`config.mk`:
```
export PLATFORM = sky130hd
export DESIGN_NAME = fwd_hazard_unit_flat
export DESIGN_NICKNAME = d
export VERILOG_FILES = /design/src/rtl/fwd_pkg.sv /design/src/rtl/fwd_hazard_unit_if.sv /design/src/rtl/fwd_match_prio.sv /design/src/rtl/fwd_hazard_unit.sv /design/src/flat_wrapper.sv
export SDC_FILE = /design/constraint.sdc
export NUM_CORES = 1
export LEC_CHECK = 0
export ABC_AREA = 1
export BUFFER_PORTS_ARGS = -buffer_cell sky130_fd_sc_hd__buf_2
export CAP_MARGIN = 20
export CORE_AREA = 2 2 46 48
export DETAILED_ROUTE_END_ITERATION = 10
export DIE_AREA = 0 0 48 50
export PLACE_DENSITY_LB_ADDON = 0.08
export SLEW_MARGIN = 15
export SYNTH_ARGS = -nofsm -noshare
export SYNTH_HDL_FRONTEND = slang
export SYNTH_HIERARCHICAL = 1
export SYNTH_SLANG_ARGS = --single-unit
export TNS_END_PERCENT = 20
```
`constraint.sdc`:
```
create_clock -name clk_i -period 1.9 [get_ports clk_i]
set_input_delay 0.285 -clock clk_i [delete_from_list [all_inputs] [get_ports clk_i]]
set_output_delay 0.285 -clock clk_i [all_outputs]
set_load 0.02 [all_outputs]
```
`src/rtl/fwd_pkg.sv`:
```
// Shared types and helpers for the forwarding / load-use hazard unit.
package fwd_pkg;

    localparam int FWD_SEL_RF = 0;

    typedef enum logic [0:0] {
        IDLE  = 1'b0,
        STALL = 1'b1
    } fwd_state_e;

    // One select field encodes "register file" plus one code per forward stage.
    function automatic int sel_width(input int num_stg);
        return $clog2(num_stg + 1);
    endfunction

endpackage

```
`src/rtl/fwd_hazard_unit_if.sv`:
```
// ID-stage operands, in-flight producer descriptors and the resulting forward/stall controls.
interface fwd_hazard_unit_if #(
    parameter int REG_AW  = 5,
    parameter int NUM_RS  = 2,
    parameter int NUM_STG = 3,
    parameter int SEL_W   = 2
);
    logic [NUM_RS*REG_AW-1:0]  id_rs_i;
    logic [NUM_RS-1:0]         id_rs_used_i;
    logic [REG_AW-1:0]         idexe_rd_i;
    logic                      idexe_regwrite_i;
    logic                      idexe_memread_i;
    logic [NUM_STG*REG_AW-1:0] stg_rd_i;
    logic [NUM_STG-1:0]        stg_regwrite_i;
    logic [NUM_STG-1:0]        stg_memread_i;
    logic                      flush_i;
    logic [NUM_RS*SEL_W-1:0]   fwd_sel_o;
    logic                      stall_o;

    modport master (
        output id_rs_i, id_rs_used_i, idexe_rd_i, idexe_regwrite_i, idexe_memread_i,
               stg_rd_i, stg_regwrite_i, stg_memread_i, flush_i,
        input  fwd_sel_o, stall_o
    );

    modport slave (
        input  id_rs_i, id_rs_used_i, idexe_rd_i, idexe_regwrite_i, idexe_memread_i,
               stg_rd_i, stg_regwrite_i, stg_memread_i, flush_i,
        output fwd_sel_o, stall_o
    );
endinterface

```
`src/rtl/fwd_match_prio.sv`:
```
// Youngest-first producer match for one read port; yields the forward select and
// the number of load-latency stall cycles that match implies.
module fwd_match_prio
    import fwd_pkg::*;
#(
    parameter int REG_AW   = 5,
    parameter int NUM_STG  = 3,
    parameter int LOAD_STG = 1,
    parameter int SEL_W    = 2,
    parameter int CNT_W    = 1
) (
    input  logic [REG_AW-1:0]         rs,
    input  logic                      rs_used,
    input  logic [NUM_STG*REG_AW-1:0] cand_rd,
    input  logic [NUM_STG-1:0]        cand_we,
    input  logic [NUM_STG-1:0]        cand_ld,
    output logic [SEL_W-1:0]          sel,
    output logic [CNT_W-1:0]          need
);

    logic hit_s;

    // Walk oldest to youngest so the youngest hit overwrites the others.
    always_comb begin
        sel   = SEL_W'(FWD_SEL_RF);
        need  = '0;
        hit_s = 1'b0;
        for (int j = NUM_STG - 1; j >= 0; j--) begin
            hit_s = rs_used && cand_we[j] && (cand_rd[j*REG_AW +: REG_AW] != '0)
                    && (cand_rd[j*REG_AW +: REG_AW] == rs);
            sel   = hit_s ? SEL_W'(j + 1) : sel;
            need  = (hit_s && cand_ld[j] && (j < LOAD_STG)) ? CNT_W'(LOAD_STG - j)
                  : (hit_s ? '0 : need);
        end
    end

endmodule

```
`src/rtl/fwd_hazard_unit.sv`:
```
// Forwarding select generation for N read ports over M post-EX producers, with a
// counted stall for loads whose data is not yet forwardable.
module fwd_hazard_unit
    import fwd_pkg::*;
#(
    parameter int REG_AW   = 5,
    parameter int NUM_RS   = 2,
    parameter int NUM_STG  = 3,
    parameter int LOAD_STG = 1,
    parameter int SEL_W    = sel_width(NUM_STG)
) (
    input  logic             clk_i,
    input  logic             rst_i,
    fwd_hazard_unit_if.slave bus
);

    localparam int CNT_W = $clog2(LOAD_STG + 1);

    logic [NUM_STG*REG_AW-1:0] cand_rd_s;
    logic [NUM_STG-1:0]        cand_we_s;
    logic [NUM_STG-1:0]        cand_ld_s;
    logic [NUM_RS*SEL_W-1:0]   sel_s;
    logic [CNT_W-1:0]          need_s [NUM_RS];
    logic [CNT_W-1:0]          need_max_s;
    logic                      stall_s;
    logic                      unused_s;

    fwd_state_e                state_r;
    logic [CNT_W-1:0]          cnt_r;
    logic [NUM_RS*SEL_W-1:0]   fwd_sel_r;

    // Candidates as they will sit next cycle: EX becomes stage 0, stage k becomes k+1.
    assign cand_rd_s[REG_AW-1:0] = bus.idexe_rd_i;
    assign cand_we_s[0]          = bus.idexe_regwrite_i;
    assign cand_ld_s[0]          = bus.idexe_memread_i;

    for (genvar k = 1; k < NUM_STG; k++) begin : g_cand
        assign cand_rd_s[k*REG_AW +: REG_AW] = bus.stg_rd_i[(k-1)*REG_AW +: REG_AW];
        assign cand_we_s[k]                  = bus.stg_regwrite_i[k-1];
        assign cand_ld_s[k]                  = bus.stg_memread_i[k-1];
    end

    // The oldest stage retires into a write-before-read register file.
    assign unused_s = ^{bus.stg_rd_i[NUM_STG*REG_AW-1 -: REG_AW],
                        bus.stg_regwrite_i[NUM_STG-1], bus.stg_memread_i[NUM_STG-1]};

    for (genvar p = 0; p < NUM_RS; p++) begin : g_port
        fwd_match_prio #(
            .REG_AW   (REG_AW),
            .NUM_STG  (NUM_STG),
            .LOAD_STG (LOAD_STG),
            .SEL_W    (SEL_W),
            .CNT_W    (CNT_W)
        ) u_match (
            .rs      (bus.id_rs_i[p*REG_AW +: REG_AW]),
            .rs_used (bus.id_rs_used_i[p]),
            .cand_rd (cand_rd_s),
            .cand_we (cand_we_s),
            .cand_ld (cand_ld_s),
            .sel     (sel_s[p*SEL_W +: SEL_W]),
            .need    (need_s[p])
        );
    end

    // Worst-case load latency across all read ports.
    always_comb begin
        need_max_s = '0;
        for (int p = 0; p < NUM_RS; p++) begin
            need_max_s = (need_s[p] > need_max_s) ? need_s[p] : need_max_s;
        end
    end

    // Stall is raised in the detecting cycle itself; reset and flush both kill it at once.
    always_comb begin
        stall_s = 1'b0;
        if (!rst_i || bus.flush_i) begin
            stall_s = 1'b0;
        end else if (state_r == STALL) begin
            stall_s = 1'b1;
        end else begin
            stall_s = (need_max_s != '0);
        end
    end

    // Stall sequencer and registered forward selects (bubble selects RF).
    always_ff @(posedge clk_i or negedge rst_i) begin
        if (!rst_i) begin
            state_r   <= IDLE;
            cnt_r     <= '0;
            fwd_sel_r <= '0;
        end else if (bus.flush_i) begin
            state_r   <= IDLE;
            cnt_r     <= '0;
            fwd_sel_r <= '0;
        end else begin
            case (state_r)
                IDLE: begin
                    if (need_max_s != '0) begin
                        fwd_sel_r <= '0;
                        cnt_r     <= need_max_s - CNT_W'(1);
                        state_r   <= (need_max_s != CNT_W'(1)) ? STALL : IDLE;
                    end else begin
                        fwd_sel_r <= sel_s;
                        cnt_r     <= '0;
                        state_r   <= IDLE;
                    end
                end
                STALL: begin
                    fwd_sel_r <= '0;
                    cnt_r     <= (cnt_r != '0) ? cnt_r - CNT_W'(1) : '0;
                    state_r   <= ((cnt_r == CNT_W'(1)) || (cnt_r == '0)) ? IDLE : STALL;
                end
                default: begin
                    state_r   <= IDLE;
                    cnt_r     <= '0;
                    fwd_sel_r <= '0;
                end
            endcase
        end
    end

    assign bus.fwd_sel_o = fwd_sel_r;
    assign bus.stall_o   = stall_s;

endmodule

```
`src/flat_wrapper.sv`:
```
// flat-port wrapper written by rule: the top's interface ports become plain ports
module fwd_hazard_unit_flat import fwd_pkg::*;
#(
    parameter int REG_AW   = 5,
    parameter int NUM_RS   = 2,
    parameter int NUM_STG  = 3,
    parameter int LOAD_STG = 1,
    parameter int SEL_W    = sel_width(NUM_STG)
)
  (clk_i, rst_i, bus_id_rs_i, bus_id_rs_used_i, bus_idexe_rd_i, bus_idexe_regwrite_i, bus_idexe_memread_i, bus_stg_rd_i, bus_stg_regwrite_i, bus_stg_memread_i, bus_flush_i, bus_fwd_sel_o, bus_stall_o);
  fwd_hazard_unit_if #(.REG_AW(REG_AW), .NUM_RS(NUM_RS), .NUM_STG(NUM_STG), .SEL_W(SEL_W)) bus_i ();
  input  logic clk_i;
  input  logic rst_i;
  input wire logic [$bits(bus_i.id_rs_i)-1:0] bus_id_rs_i;
  input wire logic [$bits(bus_i.id_rs_used_i)-1:0] bus_id_rs_used_i;
  input wire logic [$bits(bus_i.idexe_rd_i)-1:0] bus_idexe_rd_i;
  input wire logic [$bits(bus_i.idexe_regwrite_i)-1:0] bus_idexe_regwrite_i;
  input wire logic [$bits(bus_i.idexe_memread_i)-1:0] bus_idexe_memread_i;
  input wire logic [$bits(bus_i.stg_rd_i)-1:0] bus_stg_rd_i;
  input wire logic [$bits(bus_i.stg_regwrite_i)-1:0] bus_stg_regwrite_i;
  input wire logic [$bits(bus_i.stg_memread_i)-1:0] bus_stg_memread_i;
  input wire logic [$bits(bus_i.flush_i)-1:0] bus_flush_i;
  output wire logic [$bits(bus_i.fwd_sel_o)-1:0] bus_fwd_sel_o;
  output wire logic [$bits(bus_i.stall_o)-1:0] bus_stall_o;
  assign bus_i.id_rs_i = bus_id_rs_i;
  assign bus_i.id_rs_used_i = bus_id_rs_used_i;
  assign bus_i.idexe_rd_i = bus_idexe_rd_i;
  assign bus_i.idexe_regwrite_i = bus_idexe_regwrite_i;
  assign bus_i.idexe_memread_i = bus_idexe_memread_i;
  assign bus_i.stg_rd_i = bus_stg_rd_i;
  assign bus_i.stg_regwrite_i = bus_stg_regwrite_i;
  assign bus_i.stg_memread_i = bus_stg_memread_i;
  assign bus_i.flush_i = bus_flush_i;
  assign bus_fwd_sel_o = bus_i.fwd_sel_o;
  assign bus_stall_o = bus_i.stall_o;
  fwd_hazard_unit #(.REG_AW(REG_AW), .NUM_RS(NUM_RS), .NUM_STG(NUM_STG), .LOAD_STG(LOAD_STG), .SEL_W(SEL_W)) u_core (.clk_i(clk_i), .rst_i(rst_i), .bus(bus_i));
endmodule
```
==> impl_results.md, run 1 <==
* Multiplexer share of the synthesized area at 0%
* Largest family of logic cells by synthesized area: simple AND/OR/NAND/NOR gates
* Share of layout cells above drive strength 1 at a little under a quarter
* Post-CTS Setup Bufs at 0
* CP max-delay cell: buf_2
* Seq cells post-synth at 4
* Hold crit path type: in2reg
* Total congestion overflow at 0
* RSZ-0062 raised after global routing: no
* Total power at about 370 uW
* Yosys warns at 6
* Die Span Y at about 50 um
* M1 WL at roughly 1200 um
* Routed length on met2 at 1140 um
* Rel. slew slack at 88.1%
* Worst Path Arrival at approximately 1.3 ns
* P per Cell Area at between 300 and 400 nW/um^2
* Post-Synthesis Net Count at ~240
* Worst VDD drop at approximately 180 uV
* Top cells by count, synth: nand2_1 (97), inv_1 (38), nor2_1 (22), inv_2 (11), a21oi_1 (6)
* HPWL after DPL at 2000 um
* Die X at between 40 and 50 um
* Post-synth top area cell: nand2_1
* Ratio of final minimum period to clock period at ~86%
* Pin count of the biggest net entering global routing at 7
* Leak Pwr at approximately 0.0008 uW
* CTS Sinks at 4
* Top-count cell post-synth: nand2_1
* Overall Global Routing Usage at roughly 22%
* DP Area at 1100 sq um
* CP most frequent cell: nor2_1
* Adder-cell share of the synthesized area at 0%
* Post-layout minimum cycle time at ~1.6 ns
* Cell Area, Synth at 875 sq um
* H-tree depth at 1
* Avg WL per Cell at roughly 9.1 um
* First-pass GRT wire length at roughly 3900 um
* DRT Pass-1 Iters at 5
* Critical path startpoint category: input port
* P&R area growth vs syn at 29.3%
* Fillcell total at 224
* Number of synthesized flops with an enable pin at 0
* Measured slew at the worst slew-check pin at around 0.18 ns
* CP max FO at 5
* Critical path, cell by cell: buf_2 -> inv_2 -> nand2_1 -> nand2_1 -> nor2_1 -> nand3_1 -> nor2_2 -> inv_2 -> nor2_2 -> nor2_1 -> nor2_1 -> buf_2
* Core Area at around 1900 sq um
* Main flop type after synthesis: dfrtp_1
* Via count at 1204
* I/O pin cnt at between 40 and 50
* Final WL at approximately 2400 um
* Final Util at 59.5%
* Final TNS setup at 0 ns
* Root buf cell: clkbuf_4
* Rows at 16
* Worst-path clk slew at 0.04 ns
* Compound-Gate Fraction of Synth Area at under 10%
* Met3 routed WL at approximately 110 um
* Synth top area cells: nand2_1 (42%), inv_1 (16%), dfrtp_1 (11%)
* CTS tree: done
* Synth Instances at about 200
* DR iter-0 viols at 43
* Status: complete, no violations
* Seq/Total Area, Yosys at 11.4%
* DRC viols at 0
* Initial Util at 46.0%
* CTS Buffer Depth at 2
* Final Hold Vio Count at 0
* Largest stage delay on the critical path at between 0.15 and 0.2 ns
* Ys async rst share at 100%
* DR top layer: met3
* Vias in the first global route at slightly below 1000
* Vias per inst at about 4.5
* Routed Antenna Nets at 0
* Mean Syn Cell Area at 4.39 sq um
* Synth Area in XOR/XNOR at 0%
* Top-area cell type share of the netlist area at a little over two fifths
* Max Slew Vio Count at 0
* Max FFs per register at 4
* Final instance area at roughly 1100 sq um
* # setup viols final at 0
* Max-cap violations at 0
* Antenna Cells at 0
* Nets at roughly 290
* GP Congestion at around 0.87
* CTS Buf Count at 3
* Cell variety after synth at 13
* Critical path class: in2out
* Die Footprint at about 2400 sq um
* Worst path required time at roughly 1.6 ns
* Initial antenna violation count at 0
* PortBufs at 38
* FMAX at roughly 600 MHz
* Post-Synth Simple-Gate Area at 59.5%
* CP endpoint kind: output port
[routing by layer]
metal  global-route usage (%)  up-vias
met5                        0        -
met4                     5.41        0
met3                     1.10        0
met2                     36.0       34
met1                     30.9      510
li1                         -      660
[critical path, delay by kind of cell]
kind,cells,cell delay (ns)
buffers and inverters,4,0.39
and+or+nand+nor,8,0.64
[cells in the final DEF (no fill, tap or decap)]
cell           instances
a21oi_1                6
buf_2                 38
clkbuf_4               3
dfrtp_1                4
dlygate4sd3_1          1
inv_1                 38
inv_2                 11
nand2_1               97
nand2_2                1
nand3_1                4
nand4_1                2
nor2_1                22
nor2_2                 4
nor3_1                 2
o21ai_0                4
o21ai_1                4
[logic make-up (layout without fill, tap and decap cells)]
family / after synthesis / after routing
compound gates: 14 / 14
buf+inv: 49 / 91
flops: 4 / 4
simple gates: 132 / 132
[worst paths after layout]
path / cells past startpoint / from / endpoint
setup / recovery: 12 / bus_id_rs_i[3] / bus_stall_o
hold / removal: 4 / bus_flush_i / u_core/bus.fwd_sel_o[2]$_DFF_PN0_
max in group asynchronous: 2 / rst_i / u_core/bus.fwd_sel_o[0]$_DFF_PN0_
min in group asynchronous: 2 / rst_i / u_core/bus.fwd_sel_o[2]$_DFF_PN0_
[layout make-up]
type                       count  area [sq um]  share of cell area (%)
clock buffer                   3          22.5                    1.99
timing repair buffer          39           200                    17.7
multi-input combinational    146           591                    52.2
sequential                     4           100                    8.85
tap                           27          33.8                    2.99
inverter                      49           184                    16.3
[metrics by stage]
stage	setup slack [ns]	std cells	hold slack, ns
CTS	0.263	268	0.296
finish	0.272	268	0.306
global route	0.102	268	0.318
floorplan	0.446	199	-0.0106
global placement	0.282	264	0.0982
detailed placement	0.266	264	0.0956
[power by group]
part | internal [uW] | switching [uW]
combinational | 68.2 | 109
sequential | 86.7 | 0.172
clock | 70.7 | 34.7
[repair_timing]
item / CTS / global route
hold buffers: 1 / 0
gates resized for setup: 0 / 0
hold endpoints to repair: 4 / 0
(Power assumes the default switching activity.)
==> run 2: changes to the inputs <==
--- a/config.mk
+++ b/config.mk
@@ -12,6 +12,7 @@
 export DETAILED_ROUTE_END_ITERATION = 10
 export DIE_AREA = 0 0 48 50
 export PLACE_DENSITY_LB_ADDON = 0.08
+export SETUP_SLACK_MARGIN = 0.3
 export SLEW_MARGIN = 15
 export SYNTH_ARGS = -nofsm -noshare
 export SYNTH_HDL_FRONTEND = slang
==> impl_results.md, run 2 (same netlist as run 1, synthesis figures left out) <==
* Status: complete, no violations
* Core Area at 1900 sq um
* Vias per inst at ~4.6
* Worst path required time at roughly 1.6 ns
* Worst-path clk slew at ~0.05 ns
* Share of layout cells above drive strength 1 at 31.6%
* Die Footprint at around 2400 sq um
* Routed Antenna Nets at 0
* Initial Util at 46.0%
* Die X at roughly 48 um
* I/O pin cnt at 48
* Avg WL per Cell at 9.83 um
* Antenna Cells at 0
* Rel. slew slack at between 80% and 90%
* Final Hold Vio Count at 0
* Total congestion overflow at 0
* FMAX at ~630 MHz
* CTS tree: done
* Critical path startpoint category: input port
* DRC viols at 0
* Dpl ws at about 0.27 ns
* Initial antenna violation count at 0
* CTS Buffer Depth at 2
* Critical path class: in2out
* HPWL after DPL at ~2000 um
* Placed cells at between 200 and 300
* H-tree depth at 1
* Max Slew Vio Count at 0
* P&R area growth vs syn at 51.6%
* Final TNS setup at 0 ns
* Post-layout minimum cycle time at 1.59 ns
* Commonest non-fill, non-tap cell in the layout: nand2_1
* DR iter-0 viols at 34
* Via count at between 1000 and 1500
* Nets at about 300
* Vias in the first global route at between 1000 and 1500
* CTS Buf Count at 3
* DRT Pass-1 Iters at 4
* CP endpoint kind: output port
* RSZ-0062 raised after global routing: yes
* CP max FO at 5
* Measured slew at the worst slew-check pin at between 0.15 and 0.2 ns
* Overall Global Routing Usage at 24.5%
* # setup viols final at 0
* Final WL at 2750 um
* Pin count of the biggest net entering global routing at 7
* Root buf cell: clkbuf_4
* P per Cell Area at 304 nW/um^2
* Worst VDD drop at 171 uV
* Rows at 16
* PortBufs at 38
* Leak Pwr at just under 0.0009 uW
* First-pass GRT wire length at between 4000 and 5000 um
* GP Congestion at 0.867
* Final WS setup at 0.310 ns
* Final Non-Filler Cells at 280
* CTS Sinks at 4
* Fillcell total at 192
* Most frequent cells in the layout: nand2_1 (93), inv_1 (35), buf_2 (28)
* Ratio of final minimum period to clock period at ~84%
* Max-cap violations at 0
* Hold crit path type: in2reg
* Hold Slack at approximately 0.30 ns
* Worst Path Arrival at 1.31 ns
* Die Span Y at approximately 50 um
* Max FFs per register at 4
run 2: final cells by class:
class | instances | area (sq um) | share of cell area (%)
inverters | 49 | 196 | 14.8
well taps | 27 | 33.8 | 2.55
multi-input cells | 146 | 624 | 47.1
flip-flops and latches | 4 | 100 | 7.55
clock buffers | 3 | 22.5 | 1.70
repair buffers | 51 | 349 | 26.3
run 2: worst paths after layout:
path	start	end	slack (ns)	depth (start not counted)
worst min-delay path	bus_flush_i	u_core/bus.fwd_sel_o[2]$_DFF_PN0_	0.30	4
min in group asynchronous	rst_i	u_core/bus.fwd_sel_o[2]$_DFF_PN0_	0.38	2
max in group asynchronous	rst_i	u_core/bus.fwd_sel_o[0]$_DFF_PN0_	1.39	2
worst max-delay path	bus_id_rs_i[8]	bus_stall_o	0.31	12
run 2: metal layers:
layer / track usage (%) / part of all wire, % / wire length, um / vias to the layer above
li1: - / - / - / 686
met1: 32.2 / 44 / 1200 / 566
met2: 41.1 / 50 / 1370 / 39
met3: 1.10 / 5.0 / 138 / 4
met4: 7.21 / 1.6 / 44 / 0
met5: 0 / 0 / 0 / -
run 2: repair_timing:
item	CTS	global route
hold buffers	1	0
buffers inserted	12	0
gates resized for setup	14	24
gates cloned	0	0
pin swaps	13	12
endpoints found under the hold margin	4	0
endpoints found under the setup margin	1	5
run 2: power breakdown:
| group | total, uW | switching [uW] | internal (uW) |
|---|---|---|---|
| Sequential | 86.8 | 0.172 | 86.6 |
| Clock | 108 | 36.7 | 70.8 |
| Combinational | 208 | 119 | 88.7 |
| Total | 403 | 156 | 246 |
run 2: critical path, stage by stage:
cell and delay [ns]:
buf_8 0.09, inv_4 0.03, nand2_2 0.05, nand2_2 0.05, nor2_1 0.10, nand3_1 0.09
nor2_2 0.15, inv_2 0.08, nor2_4 0.09, nor2_2 0.04, nor2_1 0.09, buf_4 0.14
run 2: through the flow:
stage	total power (uW)	cell area (sq um)	util, %
finish	403	1330	69.7
global route	438	1330	69.7
global placement	261	1100	57.8
detailed placement	261	1100	57.8
CTS	386	1260	66.1
floorplan	183	875	-
==> run 3: changes to the inputs <==
--- a/config.mk
+++ b/config.mk
@@ -8,9 +8,9 @@
 export ABC_AREA = 1
 export BUFFER_PORTS_ARGS = -buffer_cell sky130_fd_sc_hd__buf_2
 export CAP_MARGIN = 20
-export CORE_AREA = 2 2 46 48
+export CORE_AREA = 2 2 48 50
 export DETAILED_ROUTE_END_ITERATION = 10
-export DIE_AREA = 0 0 48 50
+export DIE_AREA = 0 0 50 52
 export PLACE_DENSITY_LB_ADDON = 0.08
 export SETUP_SLACK_MARGIN = 0.3
 export SLEW_MARGIN = 15
==> constraint.sdc (replaced) <==
create_clock -name clk_i -period 1.6 [get_ports clk_i]
set_input_delay 0.24 -clock clk_i [delete_from_list [all_inputs] [get_ports clk_i]]
set_output_delay 0.24 -clock clk_i [all_outputs]
set_load 0.02 [all_outputs]
==> impl_results.md, run 3 (same netlist as run 1, synthesis figures left out) <==
* P&R area growth vs syn at 56.8%
* Core Area at roughly 2100 sq um
* Critical path startpoint category: input port
* CTS Buf Count at 3
* Vias in the first global route at between 1000 and 1500
* RSZ-0062 raised after global routing: yes
* Critical path class: in2out
* DR top layer: met4
* Nets at 301
* FMAX at between 600 and 700 MHz
* DRT Pass-1 Iters at 5
* Die X at around 50 um
* H-tree depth at 1
* GP Congestion at between 0.8 and 0.9
* Die Span Y at about 52 um
* Combinational fraction of design power at about 55%
* Final TNS setup at 0 ns
* PortBufs at 38
* CP max FO at 4
* # setup viols final at 0
* CTS Buffer Depth at 2
* Rows at 17
* M1 WL at between 1000 and 1500 um
* Routed Antenna Nets at 0
* Leak Pwr at slightly above 0.0009 uW
* Initial Util at roughly two fifths
* Antenna Cells at 0
* Total congestion overflow at 0
* Worst path required time at around 1.4 ns
* HPWL after DPL at between 2000 and 2500 um
* I/O pin cnt at 48
* Most frequent cells in the layout: nand2_1 (95), inv_1 (32), buf_2 (26)
* Clk pwr share at about 24%
* Initial antenna violation count at 0
* Final instance area at ~1400 sq um
* Post-layout minimum cycle time at between 1.5 and 2 ns
* Measured slew at the worst slew-check pin at 0.177 ns
* Overall Global Routing Usage at a little under a quarter
* Commonest non-fill, non-tap cell in the layout: nand2_1
* Vias per inst at 4.54
* Via count at 1288
* Seq pwr share at about a fifth
* Hold crit path type: in2reg
* Largest stage delay on the critical path at roughly 0.14 ns
* CTS Sinks at 4
* Worst VDD drop at 231 uV
* Critical path, cell by cell: buf_8 -> inv_4 -> nand2_1 -> o21ai_1 -> nor2_1 -> nand3_1 -> nor2_2 -> inv_2 -> nor2_4 -> nor2_1 -> nor2_2 -> buf_6
* DP Area at around 1100 sq um
* DR iter-0 viols at 29
* First-pass GRT wire length at between 4000 and 5000 um
* Switching power at approximately 180 uW
* Max-cap violations at 0
* Final Util at 65.1%
* Avg WL per Cell at between 9 and 10 um
* Rel. slew slack at 88.1%
* Max Slew Vio Count at 0
* Worst-path clk slew at roughly 0.04 ns
* Worst Path Arrival at 1.26 ns
* Status: complete, no violations
* CP endpoint kind: output port
* Routed length on met2 at ~1400 um
* Ratio of final minimum period to clock period at 93.8%
* Met3 routed WL at 164 um
* Root buf cell: clkbuf_4
* Share of layout cells above drive strength 1 at roughly a third
* Switching share of power at between 30% and 40%
* P per Cell Area at approximately 350 nW/um^2
* DRC viols at 0
* CTS tree: done
* CP max-delay cell: nor2_2
* Total power at approximately 480 uW
* Die Footprint at roughly 2600 sq um
* Final Hold Vio Count at 0
* Final WL at between 2000 and 3000 um
* Int Pwr at 304 uW
* Pin count of the biggest net entering global routing at 7
* Max FFs per register at 4
## run 3: cell count changes in the layout (fill, tap and decap cells not counted), sizes merged
cell	previous run	this run
buf	50	53
## run 3: path summary, 6_finish.rpt
path / from / end / depth (start not counted)
worst max-delay path: bus_id_rs_i[1] / bus_stall_o / 12
worst min-delay path: bus_flush_i / u_core/bus.fwd_sel_o[0]$_DFF_PN0_ / 4
max in group asynchronous: rst_i / u_core/bus.fwd_sel_o[3]$_DFF_PN0_ / 2
min in group asynchronous: rst_i / u_core/bus.fwd_sel_o[0]$_DFF_PN0_ / 2
## run 3: power by group through the flow
stage	combinational, uW	clock [uW]	sequential (uW)
final	264	117	103
after global placement	209	0	104
after floorplan	111	0	106
after CTS	255	123	103
after global routing	294	128	103
after detailed placement	209	0	104
## run 3: repair_timing
action                                  in CTS  in global routing
hold endpoints to repair                     4                  0
pin swaps                                   19                  4
hold buffers                                 1                  0
setup buffers                               14                  0
endpoints found under the setup margin       1                  5
resized for setup                           40                  4
## run 3: layout make-up
type / count / area [sq um]
clock buffers: 3 / 22.5
fillers: 216 / 734
well taps: 28 / 35.0
multi-input cells: 146 / 622
flip-flops and latches: 4 / 100
inverters: 49 / 196
repair buffers: 54 / 395
## run 3: critical path, delay by kind of cell
| kind | cells | cell delay (ns) |
|---|---|---|
| AOI/OAI and AO/OA | 1 | 0.05 |
| buffers and inverters | 4 | 0.30 |
| and+or+nand+nor | 7 | 0.66 |
## run 3: metrics by stage
stage	std cells	hold WS (ns)	setup slack, ns
2_1_floorplan	199	-0.0556	0.312
3_5_place_dp	266	0.0528	0.0593
5_1_grt	284	0.282	0.0295
4_1_cts	284	0.255	0.143
3_3_place_gp	266	0.0536	0.0568
6_report	284	0.263	0.0985
## run 3: routing by layer
metal / vias up / global-route usage [%]
li1: 696 / -
met1: 538 / 27.6
met3: 2 / 1.15
met4: 0 / 4.17
met5: - / 0
met2: 52 / 46.5
